File: config.mk
export PLATFORM = sky130hd
export DESIGN_NAME = connect4_window_match
export DESIGN_NICKNAME = d
export VERILOG_FILES = /design/src/rtl/connect4_pkg.sv /design/src/rtl/connect4_window_match.sv
export SDC_FILE = /design/constraint.sdc
export NUM_CORES = 1
export LEC_CHECK = 0
export ABC_AREA = 1
export CAP_MARGIN = 20
export CORE_AREA = 2 2 39 41
export DETAILED_ROUTE_END_ITERATION = 12
export DIE_AREA = 0 0 41 43
export GPL_ROUTABILITY_DRIVEN = 0
export PLACE_DENSITY = 0.41
export RECOVER_POWER = 25
export SYNTH_ARGS = -nofsm -noshare
export SYNTH_HDL_FRONTEND = slang
export SYNTH_SLANG_ARGS = --single-unit
File: constraint.sdc
create_clock -name vclk -period 0.8
set_clock_uncertainty 0.05 [all_clocks]
set_input_delay 0.08 -clock vclk [all_inputs]
set_output_delay 0.08 -clock vclk [all_outputs]
set_load 0.05 [all_outputs]
File: src/rtl/connect4_pkg.sv
// Shared definitions for the Connect-4 win checker.
//   - Board geometry constants (ROWS, COLS, WIN_LEN, CELLS).
//   - token_t: encoding of one board cell (2'b11 is an invalid cell value).
//   - chk_state_t: scan controller states.
//   - is_player(): true for a cell owned by player 1 or player 2.
package connect4_pkg;

  localparam int ROWS    = 6;
  localparam int COLS    = 7;
  localparam int WIN_LEN = 4;
  localparam int CELLS   = ROWS * COLS;

  typedef enum logic [1:0] {
    EMPTY = 2'b00,
    P1    = 2'b01,
    P2    = 2'b10
  } token_t;

  typedef enum logic [1:0] {
    IDLE,
    SCAN,
    REPORT
  } chk_state_t;

  function automatic logic is_player(input logic [1:0] v);
    return (v == P1) || (v == P2);
  endfunction

endpackage

File: src/rtl/connect4_window_match.sv
// Combinational four-cell window comparator.
//   cell0..cell3 : the four cells of one candidate run, anchor first
//   match        : all four cells hold the same player token (01 or 10)
//   owner        : that player on a match, 2'b00 otherwise
module connect4_window_match
  import connect4_pkg::*;
(
  input  logic [1:0] cell0,
  input  logic [1:0] cell1,
  input  logic [1:0] cell2,
  input  logic [1:0] cell3,
  output logic       match,
  output logic [1:0] owner
);

  // Empty and invalid (11) cells can never form a run, even four in a row.
  assign match = is_player(cell0) && (cell0 == cell1) &&
                 (cell1 == cell2) && (cell2 == cell3);
  assign owner = match ? cell0 : EMPTY;

endmodule

# Word-level counts from Yosys, hierarchy flattened
# Cells that the tools add are included.
# W data, S select, Z words.
# classes
eq_ne,5
muxes,1
n_reduce_logical,4
# ops
cell,count
$eq A2 B2 Y1,3
$logic_and A1 B1 Y1,3
$eq A2 B1 Y1 const B,1
$eq A2 B2 Y1 const B,1
$mux W2,1
$logic_or A1 B1 Y1,1
# totals
register_bits,0
in_bits,8

# Longest topological paths before layout
# Gate-level depths: netlist of run 1.
# depth
ltp_word,6
mapped_depth,5

# Worst setup path before layout of run 1
# No wires, ideal clock.
# synth_path
path_kind,input to output
start,input cell1[1]
end,output match
arrival_time_ps,634
setup_slack_ps,36
path_stages,5
n_path_buf,0
cell_sequence,inv_1 -> nand2_1 -> nor2_1 -> nand2_1 -> nand2_1
# synth_via
elab_chain_len,4
elab_cells_between_ends,5
classes_between,2 x eq/ne; 3 x reduce/logical
# synth_rtl
element,line,source
from (decl),connect4_window_match.sv:9,"input logic [1:0] cell1,"
$eq A2 B2 Y1,connect4_window_match.sv:17,assign match = is_player(cell0) && (cell0 == cell1) &&
$logic_and A1 B1 Y1,connect4_window_match.sv:17,
$logic_and A1 B1 Y1 *,connect4_window_match.sv:17,
$logic_and A1 B1 Y1 *,connect4_window_match.sv:18,(cell1 == cell2) && (cell2 == cell3);
to (decl),connect4_window_match.sv:12,"output logic match,"
# Mark *: on every way between the ends. The rest lies on a longest branch, timed or not.

# Worst setup path after layout of run 1
# layout_path
start,input cell2[1]
end,output match
# layout_via
elab_chain_len,3
elab_cells_between_ends,4
classes_between,2 x eq/ne; 2 x reduce/logical
# layout_rtl
element,line,source
from (decl),connect4_window_match.sv:10,"input logic [1:0] cell2,"
$eq A2 B2 Y1,connect4_window_match.sv:18,
$logic_and A1 B1 Y1,connect4_window_match.sv:17,
$logic_and A1 B1 Y1 *,connect4_window_match.sv:18,
# Marked as above.

==> results_dict.tcl, run 1 <==
set metrics [dict create \
    status "complete, no violations" \
    die_h_um 43 \
    syn_area_um2 93.84 \
    critPathLaunchType "primary input" \
    fmax_mhz 1285 \
    track_usage_pct 3.197 \
    yosysSeqAreaShare_pct 0 \
    cp_slowest_stage_delay_ns 0.13 \
    std_cell_rows 14 \
    worst_pin_slew_ns 0.1060 \
    relSlewSlack_pct 92.91 \
    ctsHoldBuffers 0 \
    syn_avg_cell_area_um2 3.754 \
    flops_and_latches 0 \
    p_int_w 0.00004886 \
    leakage_nw 0.1533 \
    ir_drop_uv 82.38 \
    synthMuxAreaShare_pct 0 \
    via_per_inst 2.788 \
    min_path_cells 7 \
    crit_chain "buf_6 -> inv_2 -> nand2_2 -> nor2_2 -> nand2_2 -> nand2_2 -> buf_12" \
    syn_nets 33 \
    maxCapViolations 0 \
    nClkBuffers 0 \
    grt_pass1_vias 115 \
    fin_crit_sh_pct 97.28 \
    synth_area_leader_cell "nand2_1" \
    syn_inst 25 \
    synth_top_family_by_area "simple AND/OR/NAND/NOR gates" \
    multi_input_area_um2 73.82 \
    wire_per_inst_um 5.192 \
    worstHoldStart "cell3[1]" \
    crit_type "primary input to primary output" \
    synthTopCellsByArea "nand2_1, inv_1, nor2_1" \
    ys_warn_count 0 \
    maxSlewViolCount 0 \
    grt_pass1_wl_um 420 \
    grt_setup_unrepaired "true" \
    crit_path_max_fanout 2 \
    firstDrtPassIters 1 \
    dieArea_um2 1763 \
    seqPwrFrac_pct 0 \
    antenna_left 0 \
    required_ns 0.67 \
    synth_simple_gate_area_share_pct 60.00 \
    end_kind "primary output" \
    register_area_um2 0 \
    synthAdderAreaFrac_pct 0 \
    hp-class "primary input to primary output" \
    dp.final_hpwl_um 233.3 \
    hold_path_end "owner[0]" \
    totalWireLength_um 270 \
    synth_xor_area_share_pct 0 \
    crit_slowest_cell "buf_12" \
    antenna_found_initial 0 \
    finalCriticalPeriod_ns 0.7782 \
    core_um2 1384 \
    drt_iter0_drc 0 \
    grt_max_degree 3 \
    yosysMostFrequentCell "nand2_1" \
    die_w_um 41 \
    diodes 0 \
    vias 145 \
    ys_types 3 \
    initial_core_util_pct 6.781 \
    synthTopCellsByCount "nand2_1, inv_1, nor2_1" \
    synth_compound_area_share_pct 0 \
    place_worst_setup_slack_ns -0.3846 \
    synth_top_area_share_pct 44.00 \
    switching_share_pct 39.71 \
    final_hold_viol_count 0 \
    syn2layout_area_growth_pct 193.3 \
    p_sw_w 0.00003219 \
    drc_errors 0 \
    finalSetupViolCount 0 \
    clockPowerShare_pct 0 \
    arrival_ns 0.65 \
    layout-drive-gt1-share_pct 75.00 \
    setup_slack_ns 0.02179 \
    post-route-util_pct 19.89 \
    num_io_pins 11 \
    gr-total-overflow 0 \
    combPwrFrac_pct 100.0 \
    crit_top_cell "nand2_2" \
    p_per_area_nw_per_um2 294.4 \
    fill_cells 167 \
    portBuffers 11 \
    num-nets-final 46 \
]
==> per-stage QoR <==
step	instance area, um^2	hold WS (ns)	std cells	setup TNS, ns	power [W]
2_1_floorplan	93.84	0.4305	25	0	0.00002076
3_3_place_gp	254.0	0.9224	52	-1.110	0.00006968
3_5_place_dp	254.0	0.9109	52	-1.112	0.00006889
4_1_cts	260.3	0.5781	52	-0.01564	0.00007435
5_1_grt	275.3	0.5709	52	-0.08503	0.00009136
6_report	275.3	0.5398	52	0	0.00008105
==> cell families after synthesis <==
family	Yosys count
buffers and inverters	10
and+or+nand+nor	15
==> worst max-delay path by stage <==
stage,from,end,slack [ns],cells past startpoint
floorplan,cell1[1],match,0.04,5
global placement,cell3[1],match,-0.38,6
detailed placement,cell3[0],match,-0.38,6
CTS,cell2[0],match,-0.02,7
global route,cell0[0],match,-0.05,7
finish,cell2[1],match,0.02,7
==> power groups by stage <==
| stage | Clock (W) | Combinational, W | Sequential, W |
|---|---|---|---|
| finish | 0 | 0.0000810 | 0 |
| global route | 0 | 0.0000914 | 0 |
| CTS | 0 | 0.0000744 | 0 |
| detailed placement | 0 | 0.0000689 | 0 |
| global placement | 0 | 0.0000697 | 0 |
| floorplan | 0 | 0.0000208 | 0 |
==> critical path, delay by kind of cell <==
kind | cells | cell delay [ns]
buffers and inverters | 3 | 0.26
AND/OR/NAND/NOR | 4 | 0.30
==> layout make-up <==
class	instances	area share (%)
Timing Repair Buffer	11	52.27
Inverter	10	13.64
Multi-Input combinational cell	15	26.82
Tap cell	16	7.273
==> cells in the final DEF, fill, tap and decap left out <==
| cell type | synthesis | final |
|---|---|---|
| nand2_2 | 0 | 4 |
| buf_12 | 0 | 3 |
| nand2_1 | 11 | 7 |
| buf_6 | 0 | 7 |
| nor2_2 | 0 | 3 |
| inv_2 | 0 | 9 |
| inv_1 | 10 | 1 |
| buf_2 | 0 | 1 |
| nor2_1 | 4 | 1 |
==> per-layer routing <==
| metal | up-vias | routed length, um | global-route usage, % |
|---|---|---|---|
| met5 | - | 0 | 0 |
| met2 | 8 | 109 | 4.688 |
| met3 | 0 | 42 | 0 |
| met4 | 0 | 0 | 0 |
| li1 | 87 | - | - |
| met1 | 50 | 118 | 5.380 |
==> timing repair <==
item	in CTS	in global routing
pin swaps	11	6
gates cloned	0	0
buffers inserted	0	0
resized for setup	46	7
endpoints found under the hold margin	0	0
endpoints found under the setup margin	3	3
(Power assumes the default switching activity.)
==> run 2: changes to the inputs <==
CELL_PAD_IN_SITES_DETAIL_PLACEMENT = 1   (was not set)
CELL_PAD_IN_SITES_GLOBAL_PLACEMENT = 1   (was not set)
PLACE_DENSITY = 0.6   (was 0.41)
==> run 2 against run 1 <==
Net effect:
- the flow now finishes with violations (setup timing)
- first-iteration DRC count is the same
- flip-flop and latch count unchanged
- utilization increased by 0.45 points
- largest cell class unchanged
- largest power group unchanged
==> results_dict.tcl, run 2 (synthesis results as in run 1) <==
set metrics [dict create \
    leakage_nw 0.1577 \
    track_usage_pct 3.297 \
    final_hold_viol_count 0 \
    register_area_um2 0 \
    wire_per_inst_um 5.654 \
    holdWs_ns 0.5485 \
    diodes 0 \
    fill_cells 170 \
    post-route-util_pct 20.34 \
    cp_top_family "simple AND/OR/NAND/NOR gates" \
    p_per_area_nw_per_um2 293.5 \
    num_io_pins 11 \
    setup_slack_ns -0.005891 \
    fin_crit_sh_pct 100.7 \
    nClkBuffers 0 \
    antenna_left 0 \
    maxSlewViolCount 0 \
    worst_pin_slew_ns 0.1093 \
    finalCriticalPeriod_ns 0.8059 \
    grt_setup_unrepaired "true" \
    crit_type "primary input to primary output" \
    die_w_um 41 \
    grt_max_degree 3 \
    final_area_um2 281.5 \
    ir_drop_uv 81.90 \
    grt_pass1_vias 133 \
    dp.final_hpwl_um 261.2 \
    grt_pass1_wl_um 434 \
    via_per_inst 3.038 \
    firstDrtPassIters 1 \
    place_area_um2 254.0 \
    relSlewSlack_pct 92.70 \
    required_ns 0.67 \
    crit_chain "buf_6 -> inv_1 -> nand2_1 -> nor2_1 -> nand2_1 -> nand2_2 -> buf_12" \
    layout-drive-gt1-share_pct 63.89 \
    std_cell_rows 14 \
    end_kind "primary output" \
    fmax_mhz 1241 \
    status "finished, violations left" \
    core_um2 1384 \
    hp-class "primary input to primary output" \
    finalSetupViolCount 1 \
    drt_iter0_drc 0 \
    failed_checks "setup timing" \
    critical_path_buf_inv_count 3 \
    ctsHoldBuffers 0 \
    antenna_found_initial 0 \
    crit_path_max_fanout 2 \
    dieArea_um2 1763 \
    cp_slowest_stage_delay_ns 0.13 \
    portBuffers 11 \
    gr-total-overflow 0 \
    flops_and_latches 0 \
    num-nets-final 46 \
    crit_slowest_cell "buf_12" \
    initial_core_util_pct 6.781 \
    die_h_um 43 \
    critPathLaunchType "primary input" \
    maxCapViolations 0 \
    totalWireLength_um 294 \
    most-common-layout-cells "nand2_1, buf_6, inv_2" \
    vias 158 \
    crit_top_cell "nand2_1" \
    syn2layout_area_growth_pct 200.0 \
    post_cts_buffers 0 \
    arrival_ns 0.68 \
    drc_errors 0 \
]
run 2: cell counts in the layout (fill, tap and decap cells not counted):
No cell type changed its count.
run 2: final timing paths:
path                       end  startpoint  cells after the start
worst min-delay path  owner[0]    cell2[1]                      7
worst max-delay path     match    cell0[0]                      7
run 2: metal layers:
metal | GRT usage, % | wire [um]
met2 | 6.250 | 140
met4 | 0 | 0
met1 | 4.114 | 116
met3 | 0 | 38
met5 | 0 | 0
run 2: report_power, final:
group	internal [W]	leakage, nW	switching, W	total (W)
sequential	0	0	0	0
clock	0	0	0	0
combinational	0.0000512	0.158	0.0000315	0.0000826
run 2: through the flow:
stage | setup slack, ns | instances | power, W | setup TNS (ns)
3_3_place_gp | -0.3871 | 52 | 0.00006917 | -1.108
2_1_floorplan | 0.03642 | 25 | 0.00002076 | 0
4_1_cts | -0.02956 | 52 | 0.00007642 | -0.03388
3_5_place_dp | -0.3925 | 52 | 0.00006990 | -1.130
6_report | -0.005891 | 52 | 0.00008264 | -0.005891
5_1_grt | -0.06242 | 52 | 0.00009058 | -0.1037
run 2: final cells by class:
cell class	count	area [um^2]	area share (%)
repair buffers	11	150.1	53.33
multi-input cells	15	73.82	26.22
inverters	10	37.54	13.33
well taps	16	20.02	7.111
run 2: timing repair:
action | CTS | global route
resized for setup | 46 | 7
gates cloned | 0 | 0
pin swaps | 11 | 8
endpoints found under the setup margin | 3 | 3
hold endpoints to repair | 0 | 0
==> run 3: changes to the inputs <==
CAP_MARGIN = not set   (was 20)
TNS_END_PERCENT = 1   (was not set)
==> results of run 3 <==
Same layout as run 2: the final DEF is identical, and so are final timing and power.
